===== config.mk =====
export PLATFORM = sky130hd
export DESIGN_NAME = ncpu32k_dbus_ctrl
export DESIGN_NICKNAME = d
export VERILOG_FILES = /design/src/rtl/ncpu32k_dbus_ctrl.sv
export SDC_FILE = /design/constraint.sdc
export NUM_CORES = 1
export LEC_CHECK = 0
export ABC_AREA = 1
export CELL_PAD_IN_SITES_DETAIL_PLACEMENT = 0
export CELL_PAD_IN_SITES_GLOBAL_PLACEMENT = 1
export CORE_MARGIN = 3
export CORE_UTILIZATION = 23
export DETAILED_ROUTE_END_ITERATION = 16
export GPL_TIMING_DRIVEN = 0
export PLACE_DENSITY_LB_ADDON = 0.15
export SLEW_MARGIN = 20
export SYNTH_ARGS = -nofsm -noshare
export SYNTH_HDL_FRONTEND = slang
export SYNTH_SLANG_ARGS = --single-unit

===== constraint.sdc =====
create_clock -name clk -period 2.4 [get_ports clk]
set_clock_uncertainty 0.1 [all_clocks]
set_input_delay 0.48 -clock clk [delete_from_list [all_inputs] [get_ports clk]]
set_output_delay 0.48 -clock clk [all_outputs]
set_load 0.03 [all_outputs]

===== src/rtl/ncpu32k_dbus_ctrl.sv =====
// Data-bus controller: one outstanding load/store to a fixed-latency SRAM,
// one response beat per command through a one-entry buffer with optional bypass.
module ncpu32k_dbus_ctrl #(
    parameter int unsigned NCPU_AW       = 32,
    parameter int unsigned NCPU_DW       = 32,
    parameter int unsigned MEM_LATENCY   = 2,
    parameter int unsigned ENABLE_BYPASS = 1
) (
    input  logic                   clk,
    input  logic                   rst_n,
    input  logic                   dbus_cmd_valid,
    output logic                   dbus_cmd_ready,
    input  logic [NCPU_AW-1:0]     dbus_cmd_addr,
    input  logic [NCPU_DW/8-1:0]   dbus_cmd_we_msk,
    input  logic [NCPU_DW-1:0]     dbus_din,
    output logic                   dbus_valid,
    input  logic                   dbus_ready,
    output logic [NCPU_DW-1:0]     dbus_dout,
    input  logic                   dbus_cmd_flush,
    output logic                   mem_en,
    output logic [NCPU_DW/8-1:0]   mem_we,
    output logic [NCPU_AW-3:0]     mem_addr,
    output logic [NCPU_DW-1:0]     mem_din,
    input  logic [NCPU_DW-1:0]     mem_dout
);

    typedef enum logic [1:0] {StIdle, StWait, StResp} state_t;

    state_t               state_q, state_d;
    logic [3:0]           cnt_q, cnt_d;
    logic [NCPU_DW-1:0]   buf_q, buf_d;
    logic                 is_store_q, is_store_d;
    logic                 hds_cmd;
    logic [NCPU_DW-1:0]   cap_data;
    logic                 unused_addr;

    assign unused_addr = ^dbus_cmd_addr[1:0];

    assign dbus_cmd_ready = (state_q == StIdle) & ~dbus_cmd_flush;
    assign hds_cmd        = dbus_cmd_valid & dbus_cmd_ready;

    assign mem_en   = hds_cmd;
    assign mem_we   = dbus_cmd_we_msk & {(NCPU_DW/8){hds_cmd}};
    assign mem_addr = dbus_cmd_addr[NCPU_AW-1:2];
    assign mem_din  = dbus_din;

    // Stores still return a beat, always with zero data.
    assign cap_data = is_store_q ? '0 : mem_dout;

    always_comb begin
        state_d    = state_q;
        cnt_d      = cnt_q;
        buf_d      = buf_q;
        is_store_d = is_store_q;
        dbus_valid = 1'b0;
        dbus_dout  = buf_q;

        case (state_q)
            StIdle: begin
                if (hds_cmd) begin
                    cnt_d      = 4'(MEM_LATENCY - 1);
                    is_store_d = |dbus_cmd_we_msk;
                    state_d    = StWait;
                end
            end
            StWait: begin
                if (dbus_cmd_flush) begin
                    state_d = StIdle;
                end else if (cnt_q != 4'd0) begin
                    cnt_d = cnt_q - 4'd1;
                end else begin
                    buf_d = cap_data;
                    if (ENABLE_BYPASS != 0) begin
                        dbus_valid = 1'b1;
                        dbus_dout  = cap_data;
                        state_d    = dbus_ready ? StIdle : StResp;
                    end else begin
                        state_d = StResp;
                    end
                end
            end
            StResp: begin
                // Flush wins over a coincident response handshake.
                if (dbus_cmd_flush) begin
                    state_d = StIdle;
                end else begin
                    dbus_valid = 1'b1;
                    if (dbus_ready) begin
                        state_d = StIdle;
                    end
                end
            end
            default: state_d = StIdle;
        endcase
    end

    always_ff @(posedge clk or negedge rst_n) begin
        if (!rst_n) begin
            state_q    <= StIdle;
            cnt_q      <= 4'd0;
            buf_q      <= '0;
            is_store_q <= 1'b0;
        end else begin
            state_q    <= state_d;
            cnt_q      <= cnt_d;
            buf_q      <= buf_d;
            is_store_q <= is_store_d;
        end
    end

`ifndef SYNTHESIS
    cmd_valid_hold : assert property (@(posedge clk) disable iff (!rst_n)
        (dbus_cmd_valid && !dbus_cmd_ready && !dbus_cmd_flush) |=> dbus_cmd_valid)
    else $error("dbus_cmd_valid dropped before dbus_cmd_ready");
`endif

endmodule

After elaboration in Yosys (flattened, before gate mapping)
Cells that the tools add are included.

storage, ports and cells
  flip-flop bits (word level) = 39
  input bits = 105
  output and inout bits = 101
  logic and storage cells = 42

cells by class
  $add $sub $neg = 1
  equality and inequality tests = 7
  muxes and demuxes = 19
  bitwise logic cells = 4
  reductions and logical operators = 7

operators with widths
  cell                                              count
  2-to-1 mux 32 bit                                 4
  2-to-1 mux 2 bit                                  6
  2-to-1 mux 4 bit                                  3
  case mux 4 bit (2 select lines)                   1
  != test 2 bit, second input constant              3
  != test 3 bit, second input constant              2
  case mux 2 bit (3 select lines)                   1
  bitwise AND 4 bit                                 1
  AND reduction 4 bit                               1
  nonzero test 4 bit                                1
  OR reduction 4 bit                                1
  subtractor 4 x 1 -> 4 bit, second input constant  1
  2-to-1 mux 1 bit                                  3
  AND reduction 3 bit                               1
  bitwise AND 1 bit                                 2
  == test 2 x 1 -> 1 bit, second input constant     1
  == test 2 bit, second input constant              1
  logical NOT 2 bit                                 1
  case mux 1 bit (2 select lines)                   1
  AND reduction 2 bit                               1
  nonzero test 2 bit                                1
  NOT 1 bit                                         1

Longest topological paths before layout
Gate-level depths: netlist of the first run.

  depth after elaboration = 5
  mapped depth = 9
  depth with buffers taken out = 8

Worst setup path before layout of the first run
OpenSTA, ideal clock, no wires.

  path type = flip-flop to output port
  from = register cnt_q[0]
  to = output port dbus_dout[27]
  data arrival time = 1.708 ns
  data required time = 1.820 ns
  slack = 0.112 ns
  stages on the path, launching flop included = 8
  path buffers = 1
  cells stage by stage = dfrtp_1 > inv_1 > ha_1 > nand2_2 > inv_2 > nand3_2 > buf_2 > o21ai_0

on the way
  cells in the longest elaborated chain, start to end = 4

RTL lines
  item                      line  RTL
  start: declaration        30    logic [3:0] cnt_q, cnt_d;
  start signal: assignment  105   cnt_q <= cnt_d;
  nonzero test 4 bit        69    end else if (cnt_q != 4'd0) begin
  2-to-1 mux 32 bit         --
  2-to-1 mux 32 bit         67    if (dbus_cmd_flush) begin
  2-to-1 mux 32 bit         --
  end: declaration          18    output logic [NCPU_DW-1:0] dbus_dout,

No other way between the ends.

Worst setup path after layout of the first run
  from = register state_q[1]
  to = output port dbus_dout[13]

on the way
  cells in the longest elaborated chain, start to end = 2

RTL lines
  item                      line  RTL
  start: declaration        29    state_t state_q, state_d;
  start signal: assignment  99    state_q <= StIdle;
  start signal: assignment  104   state_q <= state_d;
  == test 2 x 1 -> 1 bit    58    case (state_q)
  2-to-1 mux 32 bit         --

No other way between the ends.

==> out/results.tsv, run 1 <==
metric	value	unit
synthCells	281	
finalHoldViolCount	0	
numCtsBuffers	5	
worst_slack	30.0	ps
grt_pass1_vias	2310	
wl_per_cell	12.0	um
ys_seq_elements	39	
rsz0062_at_grt	yes	
drive_gt1_share	38.2	%
use_met1	13.1	%
startpoint	state_q[1]	
fin_crit	2370	ps
final_cell_mix	clkdlybuf4s50_1, buf_4, nand2_1	
nFillCells	1045	
globalRouteMet2Util	18.3	%
place_ws	-613	ps
setup_viol	0	
place.gp.congestion	0.736	
clk_latency	290	ps
fin_nets	545	
grt_use_met3	4.00	%
drv_cap	0	
vdd_ir_drop_max	0.000347	V
dieArea	0.0117	mm^2
dp_hpwl	5380	um
fin_crit_sh	98.8	%
die_x	108	um
syn_to_final_growth	70.0	%
multi_input_area	843	um^2
insertedDiodeCount	0	
detail_route.iter0.violations	38	
status	finished clean	
die_h	108	um
synth_cell_type_count	23	
final_common_cell	clkdlybuf4s50_1	
drtPass1Iterations	4	
synth_fp_nets	392	
slew_headroom	76.3	%
grt_max_degree	27	
worstReg2RegEnd	state_q[1]	
synth_area	0.00241	mm^2
dpl.cell_count	556	
drv_slew	0	
drc	0	
clkTransAtPathRegs	80	ps
seq_area	976	um^2
start_util	24.2	%
cts.htree.levels	2	
min-delay-path-class	reg -> reg	
tightest_slew	355	ps
core_region_area	0.00995	mm^2
vias_per_cell	3.90	
placed_cell_area	0.00400	mm^2
root_buffer	clkbuf_8	
ys_warn_count	0	
p_leak	2.00	nW
clock-sinks	39	
ant_nets	0	
busiest_layer	met2	
io_pins	206	
regToRegSetupSlack	840	ps
grt_remaining_overflow	0	
synth-seq-area-share	40.5	%
antenna_found_initial	0	
cp_max_fo	10	
critical_path.startpoint_type	register	
totalWireLength	6790	um
path_class	reg -> out	
groute.usage.overall	10.9	%
reg2regPathDepth	7	
rows	36	
grt_pass1_wl	10400	um
fin_area	0.00409	mm^2
clock.fmax	422	MHz
p_total	4.03	mW
vias	2214	
p_per_area	985	mW/mm^2
io_buffers	141	
cp-end-kind	output pin	
tns	0	ps
stdcell_count	568	
worstPathArrival	1790	ps
setup.worst_path.end	dbus_dout[13]	
cts_tree	built	
reg2reg_from	state_q[0]	
clock_path_buffers	2	
required	1820	ps
synth.avg_cell_area	8.57	um^2
-- per-layer routing --
metal | wire length [um] | up-vias
met5 | 0 | -
met4 | 48 | 0
met3 | 755 | 2
met2 | 3250 | 125
met1 | 2740 | 969
li1 | - | 1118
-- worst min-delay path by stage --
| stage | start | endpoint | slack, ps | depth (start not counted) |
|---|---|---|---|---|
| after floorplan | rst_n | buf_q[0] | 80 | 0 |
| after global placement | buf_q[31] | buf_q[31] | 350 | 2 |
| after detailed placement | rst_n | state_q[0] | 320 | 1 |
| after CTS | buf_q[8] | buf_q[8] | 380 | 2 |
| after global routing | buf_q[4] | buf_q[4] | 400 | 2 |
| final | buf_q[23] | buf_q[23] | 370 | 2 |
-- cells in the mapped netlist --
cell,number,area [um^2]
inv_2,2,7.51
clkbuf_1,3,11.3
a21oi_1,1,5.00
nand3b_1,2,15.0
inv_1,14,52.6
ha_1,6,75.1
nand3_1,7,35.0
nand2_1,80,300
a21boi_0,1,7.51
o21ai_2,22,193
nor3_1,1,5.00
nor2_1,7,26.3
nor2_2,2,12.5
buf_6,6,67.6
nand3_2,1,10.0
nand4_1,2,12.5
o21ai_0,4,20.0
nand2_2,9,56.3
buf_4,62,465
xor2_1,1,8.76
dfrtp_1,39,976
buf_2,1,5.00
o21ai_1,8,40.0
-- state kept, by name, indices dropped and copies added, names as in the netlist --
| signal | flops |
|---|---|
| buf_q | 32 |
| cnt_q | 4 |
| is_store_q | 1 |
| state_q | 2 |
-- power by group --
part | leakage, nW | internal (mW) | total, mW | switching [mW]
Clock | 0.0612 | 0.337 | 0.574 | 0.238
Combinational | 1.43 | 0.943 | 2.46 | 1.52
Sequential | 0.512 | 0.903 | 0.995 | 0.0921
-- layout make-up --
class,count,area share (%)
timing repair buffer,146,33.5
clock buffer,6,2.02
inverter,16,1.47
sequential,39,23.9
multi-input combinational,154,20.6
tap,133,4.07
clock inverter,2,0.856
buffer,72,13.6
-- kinds of logic (layout without fill, tap and decap cells) --
family	Yosys count	in the layout	share of synthesized area (%)
flops	39	39	40.5
compound gates	36	36	11.0
fa+ha+maj	6	6	3.12
simple gates	111	111	19.6
buf+inv	88	242	25.3
xor+xnor	1	1	0.364
-- critical path, cell delays in order, from the launching register on --
cell     delay, ps
dfrtp_1        400
inv_1          100
ha_2           240
nand3_2        110
buf_8          160
buf_6          160
o21ai_2        150
buf_4          180
-- timing repair --
item                                    in CTS  in global routing
endpoints found under the setup margin      39                 38
buffers inserted                             0                  3
hold endpoints to repair                    13                  0
hold buffers                                 1                  0
gates resized for setup                    223                  7
gates cloned                                 0                  0
-- stage by stage --
stage | hold slack (ps) | util (%)
floorplan | 84.4 | -
global placement | 354 | 40.0
detailed placement | 319 | 40.2
CTS | 382 | 40.7
global route | 397 | 41.1
finish | 373 | 41.1
No activity file was read; power rests on OpenSTA's default activity.
==> run 2: changes to the inputs <==
Settings changed: TNS_END_PERCENT set to 30.
==> run 2 against run 1 <==
  * Clock-buffer cell count unchanged
  * Maximum frequency is 0.27% higher
  * Cell area decreased by 0.15%
  * Via count up 0.14%
  * Final cell count is the same
  * Critical endpoint is now dbus_dout[10]
==> out/results.tsv, run 2 (synthesized netlist as in run 1, its figures left out) <==
metric	value	unit	change
status	finished clean		
final_common_cell	clkdlybuf4s50_1		
nFillCells	1044		-0.096%
p_sw	1.85	mW	about the same
die_h	108	um	unchanged
clock.fmax	423	MHz	+0.27%
required	1820	ps	about the same
clock_path_buffers	2		unchanged
clkTransAtPathRegs	80	ps	about the same
place.gp.congestion	0.736		unchanged
holdPathStages	2		unchanged
vias_per_cell	3.90		+0.14%
numCtsBuffers	5		unchanged
swShare	45.9	%	about the same
rows	36		unchanged
grt_remaining_overflow	0		unchanged
reg2reg_from	state_q[0]		
drive_gt1_share	37.9	%	-0.23 points
cp_max_fo	10		unchanged
clk_latency	290	ps	about the same
dp_hpwl	5380	um	unchanged
fin_crit	2360	ps	-6.33 ps
finalHoldViolCount	0		unchanged
utilization	41.0	%	-0.063 points
min-delay-path-class	reg -> reg		
p_int	2.18	mW	-0.22%
setup_viol	0		unchanged
fin_crit_sh	98.5	%	-0.26 points
vias	2217		+0.14%
reg_top3	buf_q x32, cnt_q x4, state_q x2		
critical_path.startpoint_type	register		
cts_tree	built		
p_per_area	985	mW/mm^2	about the same
crit_chain	inv_1 > ha_2 > nand3_2 > buf_8 > buf_6 > o21ai_2 > buf_4		
max_stage_delay	400	ps	about the same
antenna_found_initial	0		unchanged
detail_route.iter0.violations	44		+16%
groute.usage.overall	10.9	%	unchanged
drtPass1Iterations	4		unchanged
ant_nets	0		unchanged
largest_reg_flops	32		unchanged
totalWireLength	6780	um	about the same
root_buffer	clkbuf_8		
fin_nets	545		unchanged
grt_max_degree	27		unchanged
drv_slew	0		unchanged
pwr-share-clk	14.3	%	about the same
vdd_ir_drop_max	0.000347	V	about the same
regMostFlops	buf_q		
reg2regPathDepth	7		unchanged
dieArea	0.0117	mm^2	unchanged
path_class	reg -> out		
wl_per_cell	11.9	um	about the same
regToRegSetupSlack	840	ps	about the same
tightest_slew	356	ps	+0.512 ps
whs	373	ps	unchanged
io_buffers	141		unchanged
slew_headroom	76.3	%	about the same
drc	0		unchanged
start_util	24.2	%	unchanged
cts.htree.levels	2		unchanged
io_pins	206		unchanged
grt_pass1_wl	10400	um	unchanged
syn_to_final_growth	69.7	%	
seqPwrFrac	24.7	%	about the same
insertedDiodeCount	0		unchanged
min_from	buf_q[23]		
comb_power_share	60.9	%	about the same
final_cell_mix	clkdlybuf4s50_1, buf_4, nand2_1		
hold_path_end	buf_q[23]		
drv_cap	0		unchanged
core_region_area	0.00995	mm^2	unchanged
die_x	108	um	unchanged
worst_path_max_delay_cell	dfrtp_1		
multi_input_area	840	um^2	-0.45%
seq_area	976	um^2	unchanged
clock-sinks	39		unchanged
rsz0062_at_grt	yes		
grt_pass1_vias	2310		unchanged
worstPathArrival	1780	ps	about the same
worstReg2RegEnd	state_q[1]		
p_leak	2.00	nW	about the same
cp-end-kind	output pin		
-- run 2: cell types whose count changed in the layout (fill, tap and decap cells not counted), sizes merged --
cell,previous run,this run
buf,106,107
clkbuf,11,10
-- run 2: final cells by class --
class	instances	area share [%]
timing repair buffer	146	33.5
sequential	39	23.9
multi-input combinational	154	20.6
buffer	72	13.6
tap	133	4.07
clock buffer	6	2.02
inverter	16	1.47
clock inverter	2	0.858
-- run 2: power groups by stage --
stage          Combinational [mW]  Clock [mW]  Sequential (mW)
2_1_floorplan                1.63           0            0.992
3_3_place_gp                 2.53           0             1.01
6_report                     2.45       0.576            0.995
5_1_grt                      2.69       0.626             1.03
4_1_cts                      2.46       0.601            0.996
3_5_place_dp                 2.54           0             1.01
-- run 2: metal layers --
layer / track usage, % / vias to the layer above / share of wire (%)
li1: - / 1118 / -
met1: 13.1 / 972 / 40
met2: 18.3 / 125 / 48
met3: 4.00 / 2 / 11
met4: 3.52 / 0 / 0.71
met5: 0 / - / 0
-- run 2: critical path, delay by kind of cell (launching register included) --
family                   cells  cell delay, ps
AND/OR/NAND/NOR              1             110
flip-flops                   1             400
adder cells (fa/ha/maj)      1             240
AO/OA/AOI/OAI                1             150
buffers and inverters        4             590
-- run 2: per-stage QoR --
stage / cells / area [um^2] / total power [mW] / worst slack (ps) / TNS [ps]
4_1_cts: 565 / 4050 / 4.06 / -27.4 / -53.5
6_report: 568 / 4090 / 4.02 / 36.3 / 0
5_1_grt: 568 / 4090 / 4.34 / -107 / -2880
3_3_place_gp: 555 / 3990 / 3.53 / -595 / -34830
2_1_floorplan: 281 / 2410 / 2.62 / 112 / 0
3_5_place_dp: 556 / 4000 / 3.54 / -613 / -20500
-- run 2: timing repair --
item	CTS	global route
hold buffers	1	0
endpoints found under the hold margin	13	0
buffers inserted	0	3
resized for setup	222	6
gates cloned	0	0
pin swaps	0	0
endpoints found under the setup margin	39	38
-- run 2: how the worst max path moves through the flow --
| stage | startpoint | to | slack [ps] | depth (start not counted) |
|---|---|---|---|---|
| 6_report | state_q[1] | dbus_dout[10] | 40 | 7 |
| 5_1_grt | state_q[1] | dbus_dout[5] | -110 | 7 |
| 4_1_cts | state_q[1] | dbus_dout[28] | -30 | 6 |
| 3_5_place_dp | dbus_cmd_flush | dbus_dout[29] | -610 | 8 |
| 3_3_place_gp | dbus_cmd_flush | dbus_dout[29] | -590 | 8 |
| 2_1_floorplan | cnt_q[0] | dbus_dout[27] | 110 | 7 |
